===== src/rtl/i2s_pkg.sv =====
// Shared I2S definitions: default geometry, sample type and LRCLK channel encoding.
package i2s_pkg;

    localparam int unsigned DEF_CLK_DIV  = 8;
    localparam int unsigned DEF_SAMPLE_W = 16;
    localparam int unsigned DEF_SLOT_W   = 32;

    typedef logic signed [DEF_SAMPLE_W-1:0] sample_t;

    typedef enum logic {
        LEFT  = 1'b0,
        RIGHT = 1'b1
    } lr_t;

endpackage


===== src/rtl/i2s_clk_gen.sv =====
// I2S master clock generator: BCLK divider, frame bit counter and LRCLK.
// Emits same-cycle fall/frame strobes and the next bit index; shareable with the receiver.
module i2s_clk_gen
    import i2s_pkg::*;
#(
    parameter  int unsigned CLK_DIV = DEF_CLK_DIV,
    parameter  int unsigned SLOT_W  = DEF_SLOT_W,
    localparam int unsigned BW      = $clog2(2 * SLOT_W)
) (
    input  logic          clk,
    input  logic          rst_n,
    output logic          o_bclk,
    output logic          o_lrclk,
    output logic          o_fall,
    output logic          o_frame_start,
    output logic [BW-1:0] o_bit_next
);

    localparam int unsigned      DIV_W     = (CLK_DIV > 1) ? $clog2(CLK_DIV) : 1;
    localparam logic [DIV_W-1:0] DIV_LAST  = DIV_W'(CLK_DIV - 1);
    localparam logic [BW-1:0]    BIT_LAST  = BW'(2 * SLOT_W - 1);
    localparam logic [BW-1:0]    BIT_RIGHT = BW'(SLOT_W);

    logic [DIV_W-1:0] r_div;
    logic             r_bclk;
    lr_t              r_lr;
    logic [BW-1:0]    r_bit;

    logic             w_tc;
    logic             w_fall;
    logic [BW-1:0]    w_bit_next;

    always_comb begin
        w_tc       = (r_div == DIV_LAST);
        w_fall     = w_tc && r_bclk;
        w_bit_next = (r_bit == BIT_LAST) ? '0 : r_bit + BW'(1);
    end

    // Reset parks the bit counter on the last bit so the first fall is a frame start.
    always_ff @(posedge clk or negedge rst_n) begin
        if (!rst_n) begin
            r_div  <= '0;
            r_bclk <= 1'b0;
            r_lr   <= LEFT;
            r_bit  <= BIT_LAST;
        end else begin
            if (w_tc) begin
                r_div  <= '0;
                r_bclk <= ~r_bclk;
            end else begin
                r_div  <= r_div + DIV_W'(1);
            end
            if (w_fall) begin
                r_bit <= w_bit_next;
                r_lr  <= (w_bit_next >= BIT_RIGHT) ? RIGHT : LEFT;
            end
        end
    end

    assign o_bclk        = r_bclk;
    assign o_lrclk       = r_lr;
    assign o_fall        = w_fall;
    assign o_frame_start = w_fall && (r_bit == BIT_LAST);
    assign o_bit_next    = w_bit_next;

endmodule


===== src/rtl/i2s_transmitter.sv =====
// I2S master transmitter: one-entry holding buffer, per-frame active pair and MSB-first DIN.
// Define I2S_TX_UNDERRUN_CNT_EN to build the saturating underrun counter; otherwise it reads 0.
module i2s_transmitter
    import i2s_pkg::*;
#(
    parameter int unsigned CLK_DIV  = DEF_CLK_DIV,
    parameter int unsigned SAMPLE_W = DEF_SAMPLE_W,
    parameter int unsigned SLOT_W   = DEF_SLOT_W
) (
    input  logic                clk,
    input  logic                rst_n,
    input  logic [SAMPLE_W-1:0] sample_l,
    input  logic [SAMPLE_W-1:0] sample_r,
    input  logic                sample_valid,
    output logic                sample_ready,
    output logic                BCLK,
    output logic                LRCLK,
    output logic                DIN,
    output logic                frame_start,
    output logic                underrun,
    output logic [15:0]         underrun_cnt
);

    localparam int unsigned BW = $clog2(2 * SLOT_W);

    logic                w_fall;
    logic                w_frame;
    logic [BW-1:0]       w_bit_next;

    logic [SAMPLE_W-1:0] r_hold_l;
    logic [SAMPLE_W-1:0] r_hold_r;
    logic [SAMPLE_W-1:0] r_act_l;
    logic [SAMPLE_W-1:0] r_act_r;
    logic                r_full;
    logic                r_ready;
    logic                r_din;
    logic                r_frame;
    logic                r_underrun;

    logic                w_xfer;
    logic                w_full_next;
    logic                w_right;
    logic [BW-1:0]       w_slot;
    logic [SAMPLE_W-1:0] w_word;
    logic [SAMPLE_W-1:0] w_shifted;
    logic                w_din_next;

    i2s_clk_gen #(
        .CLK_DIV (CLK_DIV),
        .SLOT_W  (SLOT_W)
    ) u_clk_gen (
        .clk           (clk),
        .rst_n         (rst_n),
        .o_bclk        (BCLK),
        .o_lrclk       (LRCLK),
        .o_fall        (w_fall),
        .o_frame_start (w_frame),
        .o_bit_next    (w_bit_next)
    );

    // DIN is looked up from the bit index that becomes current on this fall.
    always_comb begin
        w_xfer      = sample_valid && r_ready;
        w_full_next = w_xfer || (r_full && !w_frame);
        w_right     = (w_bit_next >= BW'(SLOT_W));
        w_slot      = w_right ? (w_bit_next - BW'(SLOT_W)) : w_bit_next;
        w_word      = w_right ? r_act_r : r_act_l;
        w_shifted   = w_word >> (BW'(SAMPLE_W) - w_slot);
        w_din_next  = (w_slot != '0) && (w_slot <= BW'(SAMPLE_W)) && w_shifted[0];
    end

    always_ff @(posedge clk or negedge rst_n) begin
        if (!rst_n) begin
            r_hold_l   <= '0;
            r_hold_r   <= '0;
            r_act_l    <= '0;
            r_act_r    <= '0;
            r_full     <= 1'b0;
            r_ready    <= 1'b1;
            r_din      <= 1'b0;
            r_frame    <= 1'b0;
            r_underrun <= 1'b0;
        end else begin
            r_frame    <= w_frame;
            r_underrun <= w_frame && !r_full;
            r_full     <= w_full_next;
            r_ready    <= !w_full_next;
            if (w_fall) begin
                r_din <= w_din_next;
            end
            if (w_frame) begin
                r_act_l <= r_full ? r_hold_l : '0;
                r_act_r <= r_full ? r_hold_r : '0;
            end
            if (w_xfer) begin
                r_hold_l <= sample_l;
                r_hold_r <= sample_r;
            end
        end
    end

    assign sample_ready = r_ready;
    assign DIN          = r_din;
    assign frame_start  = r_frame;
    assign underrun     = r_underrun;

`ifdef I2S_TX_UNDERRUN_CNT_EN
    logic [15:0] r_ucnt;

    always_ff @(posedge clk or negedge rst_n) begin
        if (!rst_n) begin
            r_ucnt <= '0;
        end else if (w_frame && !r_full && (r_ucnt != '1)) begin
            r_ucnt <= r_ucnt + 16'd1;
        end
    end

    assign underrun_cnt = r_ucnt;
`else
    assign underrun_cnt = '0;
`endif

endmodule

===== config.mk =====
export PLATFORM = sky130hd
export DESIGN_NAME = i2s_transmitter
export DESIGN_NICKNAME = d
export VERILOG_FILES = /design/src/rtl/i2s_pkg.sv /design/src/rtl/i2s_clk_gen.sv /design/src/rtl/i2s_transmitter.sv
export SDC_FILE = /design/constraint.sdc
export NUM_CORES = 1
export LEC_CHECK = 0
export CELL_PAD_IN_SITES_DETAIL_PLACEMENT = 0
export CELL_PAD_IN_SITES_GLOBAL_PLACEMENT = 1
export CORE_MARGIN = 1.5
export CORE_UTILIZATION = 53
export CTS_BUF_LIST = sky130_fd_sc_hd__clkbuf_16
export CTS_CLUSTER_SIZE = 20
export DETAILED_ROUTE_END_ITERATION = 12
export DONT_BUFFER_PORTS = 1
export PLACE_DENSITY_LB_ADDON = 0.15
export SYNTH_ARGS = -nofsm -noshare
export SYNTH_HDL_FRONTEND = slang
export SYNTH_SLANG_ARGS = --single-unit

===== constraint.sdc =====
create_clock -name clk -period 6.85 [get_ports clk]
set_clock_uncertainty 0.15 [all_clocks]
set_input_delay 1.0275 -clock clk [delete_from_list [all_inputs] [get_ports clk]]
set_output_delay 1.0275 -clock clk [all_outputs]
set_load 0.1 [all_outputs]

### Word level (Yosys, flattened, before mapping)

Cells that the tools add are included.

| word-level totals | value |
|---|---|
| register bits after elaboration | 80 |
| bits of input ports | 35 |
| output and inout bits | 22 |
| logic and storage cells | 42 |

| operators by class | value |
|---|---|
| add/sub/neg operators | 4 |
| $lt $le $gt $ge | 2 |
| equality and inequality tests | 2 |
| shift operators | 1 |
| mux-type cells | 7 |
| bitwise logic cells | 1 |
| reductions and logical operators | 12 |

Operators by type and width:

| kind | number |
|---|---|
| $mux W16 | 3 |
| $shr A16 B6 Y1 | 1 |
| $mux W6 | 2 |
| $logic_and A1 B1 Y1 | 7 |
| $add A6 B1 Y6 const B | 1 |
| $eq A6 B6 Y1 const B | 1 |
| $ge A6 B6 Y1 const B | 1 |
| $le A6 B5 Y1 const B | 1 |
| $reduce_bool A6 Y1 | 1 |
| $sub A5 B6 Y6 const A | 1 |
| $sub A6 B6 Y6 const B | 1 |
| $add A3 B1 Y3 const B | 1 |
| $eq A3 B3 Y1 const B | 1 |
| $logic_not A1 Y1 | 3 |
| $mux W3 | 1 |
| $logic_or A1 B1 Y1 | 1 |
| $mux W1 | 1 |
| $not A1 Y1 | 1 |

### Longest topological paths before layout

Gate-level depths: netlist of the first run.

| depth | value |
|---|---|
| depth in word-level cells | 7 |
| mapped depth | 12 |

### Hierarchy

Synthesis of the first run repeated with hierarchy kept, for this count alone.

| second synthesis, totals | value |
|---|---|
| cells, all modules | 331 |
| area total of the unflattened synthesis | 3711.1 µm² |

By module, submodules not included:

| module | times used | cells each | area an instance (µm²) | sequential area each (µm²) |
|---|---|---|---|---|
| i2s_transmitter | 1 | 271 | 3101.7 | 1727.9 |
| i2s_clk_gen | 1 | 60 | 609.3 | 282.8 |

### Least setup slack after synthesis of the first run

OpenSTA, ideal clock, no wires.

| timing | value |
|---|---|
| kind | reg-to-reg |
| from | register u_clk_gen.r_bit[1] |
| to | register r_din, in the netlist DIN |
| library setup time | 0.082 ns |
| arrival | 2.318 ns |
| slack | 4.300 ns |
| cell stages (with the launch flop) | 11 |
| path buffers | 1 |
| cells stage by stage | dfstp_2 -> ha_1 -> and2_1 -> buf_4 -> nand2_1 -> xor2_1 -> ha_1 -> nor3b_1 -> o21ai_0 -> or3_1 -> o22ai_1 |

| between the ends | value |
|---|---|
| longest elaborated chain between the ends | 7 |
| elaborated cells on any way between the ends | 13 |

RTL lines:

| what | line | text |
|---|---|---|
| start: declaration | i2s_clk_gen.sv:27 | `logic [BW-1:0] r_bit;` |
| start signal: assignment | i2s_clk_gen.sv:54 | `r_bit <= w_bit_next;` |
| $add A6 B1 Y6 / $eq A6 B6 Y1 (equally long branches) | i2s_clk_gen.sv:36 | `w_bit_next = (r_bit == BIT_LAST) ? '0 : r_bit + BW'(1);` |
| $mux W6 (*) | i2s_clk_gen.sv:36 |  |
| $sub A6 B6 Y6 / $ge A6 B6 Y1 (equally long branches) | i2s_transmitter.sv:66, i2s_transmitter.sv:65 |  |
| $mux W6 | i2s_transmitter.sv:66 | `w_slot = w_right ? (w_bit_next - BW'(SLOT_W)) : w_bit_next;` |
| $sub A5 B6 Y6, or another cell as far along | i2s_transmitter.sv:68 | `w_shifted = w_word >> (BW'(SAMPLE_W) - w_slot);` |
| $shr A16 B6 Y1 / $logic_and A1 B1 Y1 (equally long branches) | i2s_transmitter.sv:68, i2s_transmitter.sv:69 |  |
| $logic_and A1 B1 Y1 (*) | i2s_transmitter.sv:69 | `w_din_next = (w_slot != '0) && (w_slot <= BW'(SAMPLE_W)) && w_shifted[0];` |
| end signal: assignment | i2s_transmitter.sv:89 | `r_din <= w_din_next;` |
| end: declaration | i2s_transmitter.sv:36 | `logic r_din;` |

Mark *: on every way between the ends. The rest lies on a longest branch, timed or not.
A chain may end at the register's enable or synchronous reset.

### Worst setup path after layout of the first run

| timing | value |
|---|---|
| from | register u_clk_gen.r_bit[0] |
| to | register r_din, in the netlist DIN |

| between the ends | value |
|---|---|
| longest elaborated chain between the ends | 7 |
| elaborated cells on any way between the ends | 13 |

RTL lines:

| what | line | text |
|---|---|---|
| $add A6 B1 Y6 / $eq A6 B6 Y1 (equally long branches) | i2s_clk_gen.sv:36 |  |
| $mux W6 (*) | i2s_clk_gen.sv:36 |  |
| via u_clk_gen.o_bit_next[4] | i2s_clk_gen.sv:16 | `output logic [BW-1:0] o_bit_next` |
| $sub A6 B6 Y6 / $ge A6 B6 Y1 (equally long branches) | i2s_transmitter.sv:66, i2s_transmitter.sv:65 |  |
| $mux W6 | i2s_transmitter.sv:66 |  |
| $sub A5 B6 Y6, or another cell as far along | i2s_transmitter.sv:68 |  |
| $shr A16 B6 Y1 / $logic_and A1 B1 Y1 (equally long branches) | i2s_transmitter.sv:68, i2s_transmitter.sv:69 |  |
| $logic_and A1 B1 Y1 (*) | i2s_transmitter.sv:69 |  |

Mark *: on every way through the listed nets, which the timed path passes. The rest lies on a longest branch.

==> results.yml, run 1 <==
floorplan:
  die_h_um: 88.36
  pin_count: 57
  floorplan.die_area_um2: 7807
  chipWidth_um: 88.36
  initial_utilization: 0.5591
  rows: 30
  core_area_um2: 6907
logic_synthesis:
  yosysUniqueCellTypes: 52
  syn_avg_cell_area_um2: 10.41
  synth-simple-area-share: 0.1529
  synth-xor-area-share: 0.01134
  netlist_instances: 371
  count_of_flip_flops_with_a_built_in_enable_after_synthesis: 0
  synth_compound_area_frac: 0.1050
  synthesis.area_um2: 3861
  postSynthRegisterBits: 80
  adder_cell_area_share_of_the_yosys_netlist: 0.01620
  main_combinational_cell_family_by_area_after_synthesis: "simple AND/OR/NAND/NOR gates"
  synthFlopType: "dfrtp_1"
  ys.warnings.count: 0
  synthArstFlopShare: 1.000
  ys_seq_area_frac: 0.5207
  post_synth_mux_area_share: 0.1280
sta:
  hold_ws_ps: 244.5
  min_period_over_period: 0.4454
  max_clock_freq_ghz: 0.3278
  timing_hold_violations_final: 0
  period_needed_ps: 3051
  tightestPinTransition_ps: 1003
  timing.final.max_slew_violations: 0
  final-setup-viol-count: 0
  max-slew-margin-rel: 0.3316
  rsz0062_at_grt: "no"
  tns_setup_ps: 0
worst_setup_path:
  critPathCaptureType: "flop"
  path_common_cell: "ha_1"
  worstPathArrival_ps: 3100
  worst-endpoint-required_ps: 6900
  worstPathCellList: "ha_1 -> and2_1 -> nand2_1 -> xor2_1 -> inv_1 -> ha_1 -> a32oi_1 -> nor3_1 -> o21ai_0 -> o21a_1 -> o22ai_1"
  critical_path.max_stage_delay_ps: 700
  maximum_fanout_encountered_on_the_critical_timing_path: 12
  crit_path_start_kind: "flop"
  setup.worst_path.class: "flop to flop"
  critical-path-slowest-cell: "dfstp_2"
place:
  dpl_cell_area_um2: 3821
  gpl.final_weighted_congestion: 0.8196
  port_buffers: 0
  dp_hpwl_um: 4753
cells_and_area:
  nets: 400
  multi_input_comb_area_um2: 1657
  drive_gt1_frac: 0.1758
  num_antenna_cells: 0
  final_cell_area_um2: 4155
  area_delta_synth_final_pct: 7.615
  register_area_um2: 2011
  n_fill_cell: 643
power_and_ir_drop:
  power.density_nw_per_um2: 250.9
  total_leakage_power_uw: 0.001931
  ir_drop_mv: 0.2097
cts:
  ctsHoldBuffers: 0
  cts.sinks: 80
  cts_tree: "done"
  cts_made_buffers: 9
  number_of_setup_buffers_added_after_cts: 0
  cts-htree-levels: 3
  clk_transition_reported_paths_ps: 60
  clock_path_buffers: 2
  clock-root-buffer: "clkbuf_16"
  cts_resized: 0
  insertion_delay_ps: 330
routing:
  drc: 0
  via_count: 2527
  postRouteWirelength_um: 7006
  dr.first_iter.drc_count: 217
  drt.antenna.violating_nets: 0
  first_pass_iters: 5
  drt_wl_cell_um: 15.23
  routed_via_density: 5.493
status:
  run_status: "finished, final reports clean"
global_route:
  grt_pass1_vias: 2267
  grt_max_degree: 81
  antenna_found_initial: 0
  grt.overflow.total: 0
  track_usage: 0.2000
  wire_length_of_the_first_global_routing_pass_um: 11590
run:
  cap_violations: 0
worst_hold_path:
  worstHoldPathType: "input pin to asynchronous set/reset pin"
-- power breakdown --
part | switching, uW | internal (uW) | leakage, uW
clock network | 178 | 353 | 0.000165
logic | 38.0 | 0.205 | 0.000682
registers | 0 | 473 | 0.00108
-- cells in the mapped netlist, drive strengths merged (3+ instances only) --
library cell | number | area share
nor2 | 12 | 0.016
mux2i | 10 | 0.026
ha | 5 | 0.016
and2 | 4 | 0.0065
buf | 26 | 0.047
xor2 | 3 | 0.0068
o21ai | 39 | 0.051
inv | 5 | 0.0049
dfrtp | 73 | 0.47
nor3 | 10 | 0.016
mux2 | 33 | 0.096
nand4 | 5 | 0.0081
dfstp | 7 | 0.048
nand3 | 5 | 0.0097
nand2 | 84 | 0.084
a21oi | 6 | 0.0087
clkbuf | 13 | 0.013
or3 | 3 | 0.0049
-- sequential cells by signal, indices dropped and copies added (netlist names) --
register,cells
r_act_l,16
r_act_r,16
r_hold_l,16
r_hold_r,16
u_clk_gen.r_bit,6
u_clk_gen.r_div,3
DIN,1
frame_start,1
r_full,1
sample_ready,1
u_clk_gen.o_bclk,1
u_clk_gen.o_lrclk,1
underrun,1
-- layout make-up --
type | count | area share
Clock inverter | 6 | 0.02620
Tap cell | 96 | 0.02891
Timing Repair Buffer | 2 | 0.003613
Multi-Input combinational cell | 262 | 0.3987
Sequential cell | 80 | 0.4839
Inverter | 5 | 0.004517
Clock buffer | 9 | 0.05420
-- through the flow --
step / total power [uW] / worst slack (ps) / std cells / util
after floorplan: 526.6 / 4300 / 386 / -
after global placement: 519.4 / 3950 / 445 / 0.5533
after detailed placement: 519.4 / 3856 / 445 / 0.5533
after CTS: 1053 / 3817 / 460 / 0.6016
after global routing: 1074 / 3598 / 460 / 0.6016
final: 1043 / 3799 / 460 / 0.6016
-- routing by layer --
| metal | routed length (um) | part of all wire | up-vias | track usage |
|---|---|---|---|---|
| met5 | 0 | 0 | - | 0 |
| met4 | 181 | 0.026 | 0 | 0.09375 |
| met3 | 306 | 0.044 | 14 | 0.03731 |
| met2 | 3183 | 0.45 | 83 | 0.2949 |
| met1 | 3334 | 0.48 | 1202 | 0.2877 |
| li1 | - | - | 1228 | - |
-- cells by family (layout without fill, tap and decap cells) --
kind of cell	count (synthesis)	count (layout)
adders and majority gates	5	5
muxes	44	44
buffers and inverters	44	22
AOI/OAI and AO/OA	64	64
xor gates and xnor gates	5	5
and+or+nand+nor	128	128
other	1	16
DFF	80	80
-- worst max-delay path: cells and delay by family, from the launching register on --
family | cells | cell delay (ps)
AO/OA/AOI/OAI | 4 | 750
XOR/XNOR | 1 | 230
adder cells (fa/ha/maj) | 2 | 500
buffers and inverters | 1 | 70
flip-flops | 1 | 700
AND/OR/NAND/NOR | 3 | 520
-- final timing paths --
path / startpoint / to / slack (ps) / cells after the start
min in group clk: u_clk_gen.r_div[0] / u_clk_gen.r_div[0] / 280 / 1
worst max register to register: u_clk_gen.r_bit[0] / DIN / 3800 / 11
worst max-delay path: u_clk_gen.r_bit[0] / DIN / 3800 / 11
worst min-delay path: rst_n / u_clk_gen.r_div[1] / 240 / 0
worst min register to register: u_clk_gen.r_div[0] / u_clk_gen.r_div[0] / 280 / 1
max in group asynchronous: rst_n / u_clk_gen.r_bit[1] / 6060 / 0
-- layout by cell type (no fill, tap or decap), drive strengths merged, types with 6 or more instances in the layout --
cell and instances:
dfstp 7, o21ai 39, clkbuf 9, conb 16, dfrtp 73, nor2 12, nand2 84, mux2 33
a21oi 6, mux2i 10, nor3 10
No activity file was read; power rests on OpenSTA's default activity.
==> inputs of run 2 (changes only) <==
Settings changed: CORE_UTILIZATION 53 to 44.
Clock period 6.85 ns to 2.7 ns, I/O delays scaled along.
==> results.yml, run 2 (synthesis gave the netlist of run 1 again) <==
worst_setup_path:
  reg2reg_from: "u_clk_gen.r_bit[1]"
  worstPathArrival_ps: 2620
  crit_path_start_kind: "flop"
  cp.buffers_inverters: 0
  startpoint: "u_clk_gen.r_bit[1]"
  critPathCaptureType: "flop"
  path_delay_family: "simple AND/OR/NAND/NOR gates"
  maximum_fanout_encountered_on_the_critical_timing_path: 7
  setup.worst_path.class: "flop to flop"
  worst-endpoint-required_ps: 2810
  critical_path.max_stage_delay_ps: 630
  worstPathCellList: "ha_4 -> a32o_1 -> a31o_1 -> and2_1 -> ha_1 -> a32oi_1 -> nor3_1 -> o21ai_1 -> or3_1 -> o22ai_1"
  critical-path-slowest-cell: "dfstp_2"
global_route:
  antenna_found_initial: 0
  grt_max_degree: 81
  wire_length_of_the_first_global_routing_pass_um: 12450
  grt_pass1_vias: 2501
  track_usage: 0.1688
  grt.overflow.total: 0
floorplan:
  die_h_um: 96.68
  floorplan.die_area_um2: 9346
  pin_count: 57
  rows: 33
  core_area_um2: 8341
  chipWidth_um: 96.68
  initial_utilization: 0.4629
cts:
  insertion_delay_ps: 340
  clock-root-buffer: "clkbuf_16"
  cts_made_buffers: 9
  number_of_setup_buffers_added_after_cts: 0
  cts.sinks: 80
  clock_path_buffers: 2
  clk_transition_reported_paths_ps: 70
  cts-htree-levels: 3
  cts_tree: "done"
sta:
  min_period_over_period: 0.9301
  tns_setup_ps: 0
  timing_hold_violations_final: 0
  tightestPinTransition_ps: 902.9
  timing.final.max_slew_violations: 0
  final-setup-viol-count: 0
  rsz0062_at_grt: "no"
  period_needed_ps: 2511
  max_clock_freq_ghz: 0.3982
  max-slew-margin-rel: 0.3980
routing:
  routed_via_density: 5.260
  via_count: 2546
  drt.antenna.violating_nets: 0
  drc: 0
  drt_wl_cell_um: 15.14
  first_pass_iters: 4
  dr.first_iter.drc_count: 117
  postRouteWirelength_um: 7326
power_and_ir_drop:
  power.density_nw_per_um2: 609.2
  ir_drop_mv: 0.4007
  p_total_uw: 2622
  total_leakage_power_uw: 0.002002
worst_hold_path:
  hold_path_startpoint: "sample_l[1]"
  worstHoldPathType: "input pin to flop"
cells_and_area:
  mostFrequentLayoutCells: "nand2_1, dfrtp_1, mux2_2, o21ai_1, o21ai_0"
  area_delta_synth_final_pct: 11.47
  layout_commonest_cell: "nand2_1"
  drive_gt1_frac: 0.2111
  num_antenna_cells: 0
  finalCoreUtilization: 0.5161
  nets: 414
  final_cell_area_um2: 4304
place:
  dp_hpwl_um: 5100
  dpl_cell_area_um2: 3923
  gpl.final_weighted_congestion: 0.7736
  port_buffers: 0
run:
  cap_violations: 0
status:
  run_status: "finished, final reports clean"
[run 2: cell types whose count changed in the layout (fill, tap and decap cells not counted), sizes merged]
cell / previous run / this run
clkinvlp: 0 / 1
inv: 5 / 7
dlygate4sd3: 0 / 1
bufinv: 3 / 2
buf: 2 / 15
clkinv: 3 / 2
[run 2: final cells by class]
class	instances	area [um^2]
clock inverters	7	97.59
fillers	766	4036
inverters	5	18.77
clock buffers	9	225.2
flip-flops and latches	80	2011
multi-input cells	262	1678
repair buffers	16	142.6
well taps	105	131.4
[run 2: final timing paths]
| check | to | slack [ps] | cells after the start |
|---|---|---|---|
| max reg2reg | DIN | 190 | 10 |
| min | r_hold_l[1] | 60 | 1 |
| max | DIN | 190 | 10 |
| max in group asynchronous | u_clk_gen.r_bit[1] | 1580 | 2 |
| min in group asynchronous | r_hold_r[9] | 460 | 2 |
| min reg2reg | u_clk_gen.r_div[0] | 280 | 1 |
[run 2: report_power, final]
group	total (uW)	switching [uW]	internal (uW)
clock	1300	486	812
sequential	1200	0	1200
combinational	125	119	5.63
[run 2: metal layers]
metal	vias to the layer above	part of all wire	GRT usage
li1	1255	-	-
met1	1221	0.48	0.2293
met2	54	0.46	0.2534
met3	16	0.043	0.04841
met4	0	0.024	0.07135
met5	-	0	0
[run 2: repair_timing]
| action | 4_1_cts | 5_1_grt |
|---|---|---|
| setup endpoints to repair | 0 | 1 |
| resized for setup | 0 | 5 |
| endpoints found under the hold margin | 80 | 0 |
| hold buffers | 2 | 0 |
[run 2: per-stage QoR]
stage / setup WS, ps / hold slack, ps / std cells
floorplan: 149.9 / -40.59 / 386
global placement: 117.8 / -38.86 / 466
detailed placement: 59.73 / -39.12 / 466
CTS: 33.00 / 46.09 / 484
global route: 42.69 / 46.21 / 484
finish: 188.7 / 56.19 / 484
==> inputs of run 3 (changes only) <==
Settings changed: SKIP_CTS_REPAIR_TIMING set to 1.
==> results.yml, run 3 (synthesis gave the netlist of run 1 again) <==
cts:
  clock_path_buffers: 2
  cts.sinks: 80
  cts_tree: "done"
  cts_made_buffers: 9
  clock-root-buffer: "clkbuf_16"
  clk_transition_reported_paths_ps: 60
  insertion_delay_ps: 340
  cts-htree-levels: 3
worst_setup_path:
  critical_path.max_stage_delay_ps: 630
  worstPathCellList: "ha_4 -> a32o_1 -> a31o_1 -> and2_1 -> ha_1 -> a32oi_1 -> nor3_1 -> o21ai_1 -> or3_1 -> o22ai_1"
  rr_worst_depth: 10
  reg2reg_from: "u_clk_gen.r_bit[1]"
  r2r_setup_slack_ps: 180
  reg2reg_capture_point: "DIN"
  critPathCaptureType: "flop"
  crit_path_start_kind: "flop"
  worst-endpoint-required_ps: 2810
  maximum_fanout_encountered_on_the_critical_timing_path: 7
  worstPathArrival_ps: 2630
  critical-path-slowest-cell: "dfstp_2"
  setup.worst_path.class: "flop to flop"
worst_hold_path:
  worstHoldPathType: "input pin to flop"
  hold_path_depth: 1
  hold_path_startpoint: "sample_l[1]"
  end_point_of_the_worst_hold_path: "r_hold_l[1]"
sta:
  final-setup-viol-count: 0
  tns_setup_ps: 0
  hold_ws_ps: 56.93
  max_clock_freq_ghz: 0.3969
  min_period_over_period: 0.9332
  timing.final.max_slew_violations: 0
  max-slew-margin-rel: 0.3971
  period_needed_ps: 2520
  timing_hold_violations_final: 0
  tightestPinTransition_ps: 904.4
  rsz0062_at_grt: "no"
global_route:
  track_usage: 0.1687
  grt.overflow.total: 0
  antenna_found_initial: 0
  wire_length_of_the_first_global_routing_pass_um: 12450
  grt_pass1_vias: 2498
  grt_max_degree: 81
routing:
  postRouteWirelength_um: 7374
  routed_via_density: 5.262
  dr.first_iter.drc_count: 123
  drc: 0
  first_pass_iters: 4
  drt.antenna.violating_nets: 0
  via_count: 2547
  drt_wl_cell_um: 15.24
power_and_ir_drop:
  total_leakage_power_uw: 0.002002
  ir_drop_mv: 0.4008
  power.density_nw_per_um2: 609.3
  p_total_uw: 2622
cells_and_area:
  layout_commonest_cell: "nand2_1"
  mostFrequentLayoutCells: "nand2_1, dfrtp_1, mux2_2, o21ai_1, o21ai_0"
  area_delta_synth_final_pct: 11.47
  num_antenna_cells: 0
  drive_gt1_frac: 0.2111
  finalCoreUtilization: 0.5161
  nets: 414
floorplan:
  core_area_um2: 8341
  rows: 33
  chipWidth_um: 96.68
  floorplan.die_area_um2: 9346
  pin_count: 57
  initial_utilization: 0.4629
  die_h_um: 96.68
place:
  dp_hpwl_um: 5100
  port_buffers: 0
  gpl.final_weighted_congestion: 0.7736
status:
  run_status: "finished, final reports clean"
run:
  cap_violations: 0
==> run 3: cell counts in the layout (fill, tap and decap cells not counted) <==
Identical to the previous run, type by type.
==> run 3: report_power, final <==
part | internal [uW] | switching [uW]
Combinational | 5.63 | 119
Sequential | 1200 | 0
Clock | 812 | 486
Total | 2020 | 605
==> run 3: through the flow <==
| step | setup slack (ps) | std cells | cell area, um^2 |
|---|---|---|---|
| 3_5_place_dp | 59.73 | 466 | 3923 |
| 4_1_cts | 33.00 | 482 | 4245 |
| 5_1_grt | 42.69 | 484 | 4304 |
| 3_3_place_gp | 117.8 | 466 | 3923 |
| 2_1_floorplan | 149.9 | 386 | 3918 |
| 6_report | 180.3 | 484 | 4304 |
==> run 3: area by class of cell <==
| cell class | instances | area, um^2 |
|---|---|---|
| Multi-Input combinational cell | 262 | 1678 |
| Clock buffer | 9 | 225.2 |
| Tap cell | 105 | 131.4 |
| Clock inverter | 7 | 97.59 |
| Fill cell | 767 | 4036 |
| Timing Repair Buffer | 16 | 142.6 |
| Inverter | 5 | 18.77 |
| Sequential cell | 80 | 2011 |
==> run 3: how the worst max path moves through the flow <==
stage                        from   to  slack (ps)  cells past startpoint
5_1_grt        u_clk_gen.r_bit[1]  DIN          40                     11
4_1_cts        u_clk_gen.r_bit[1]  DIN          30                     11
3_5_place_dp   u_clk_gen.r_bit[1]  DIN          60                     11
2_1_floorplan  u_clk_gen.r_bit[1]  DIN         150                     10
6_report       u_clk_gen.r_bit[1]  DIN         180                     10
3_3_place_gp   u_clk_gen.r_bit[1]  DIN         120                     11
==> run 3: routing by layer <==
metal	GRT usage	wire length (um)	up-vias
li1	-	-	1252
met1	0.2297	3553	1225
met2	0.2523	3331	54
met3	0.04841	307	16
met4	0.07135	182	0
met5	0	0	-
==> run 3: worst max-delay path, delay by kind of cell (launching register included) <==
kind	cells	cell delay, ps
adder cells (fa/ha/maj)	2	330
AO/OA/AOI/OAI	5	650
AND/OR/NAND/NOR	3	680
flip-flops	1	630
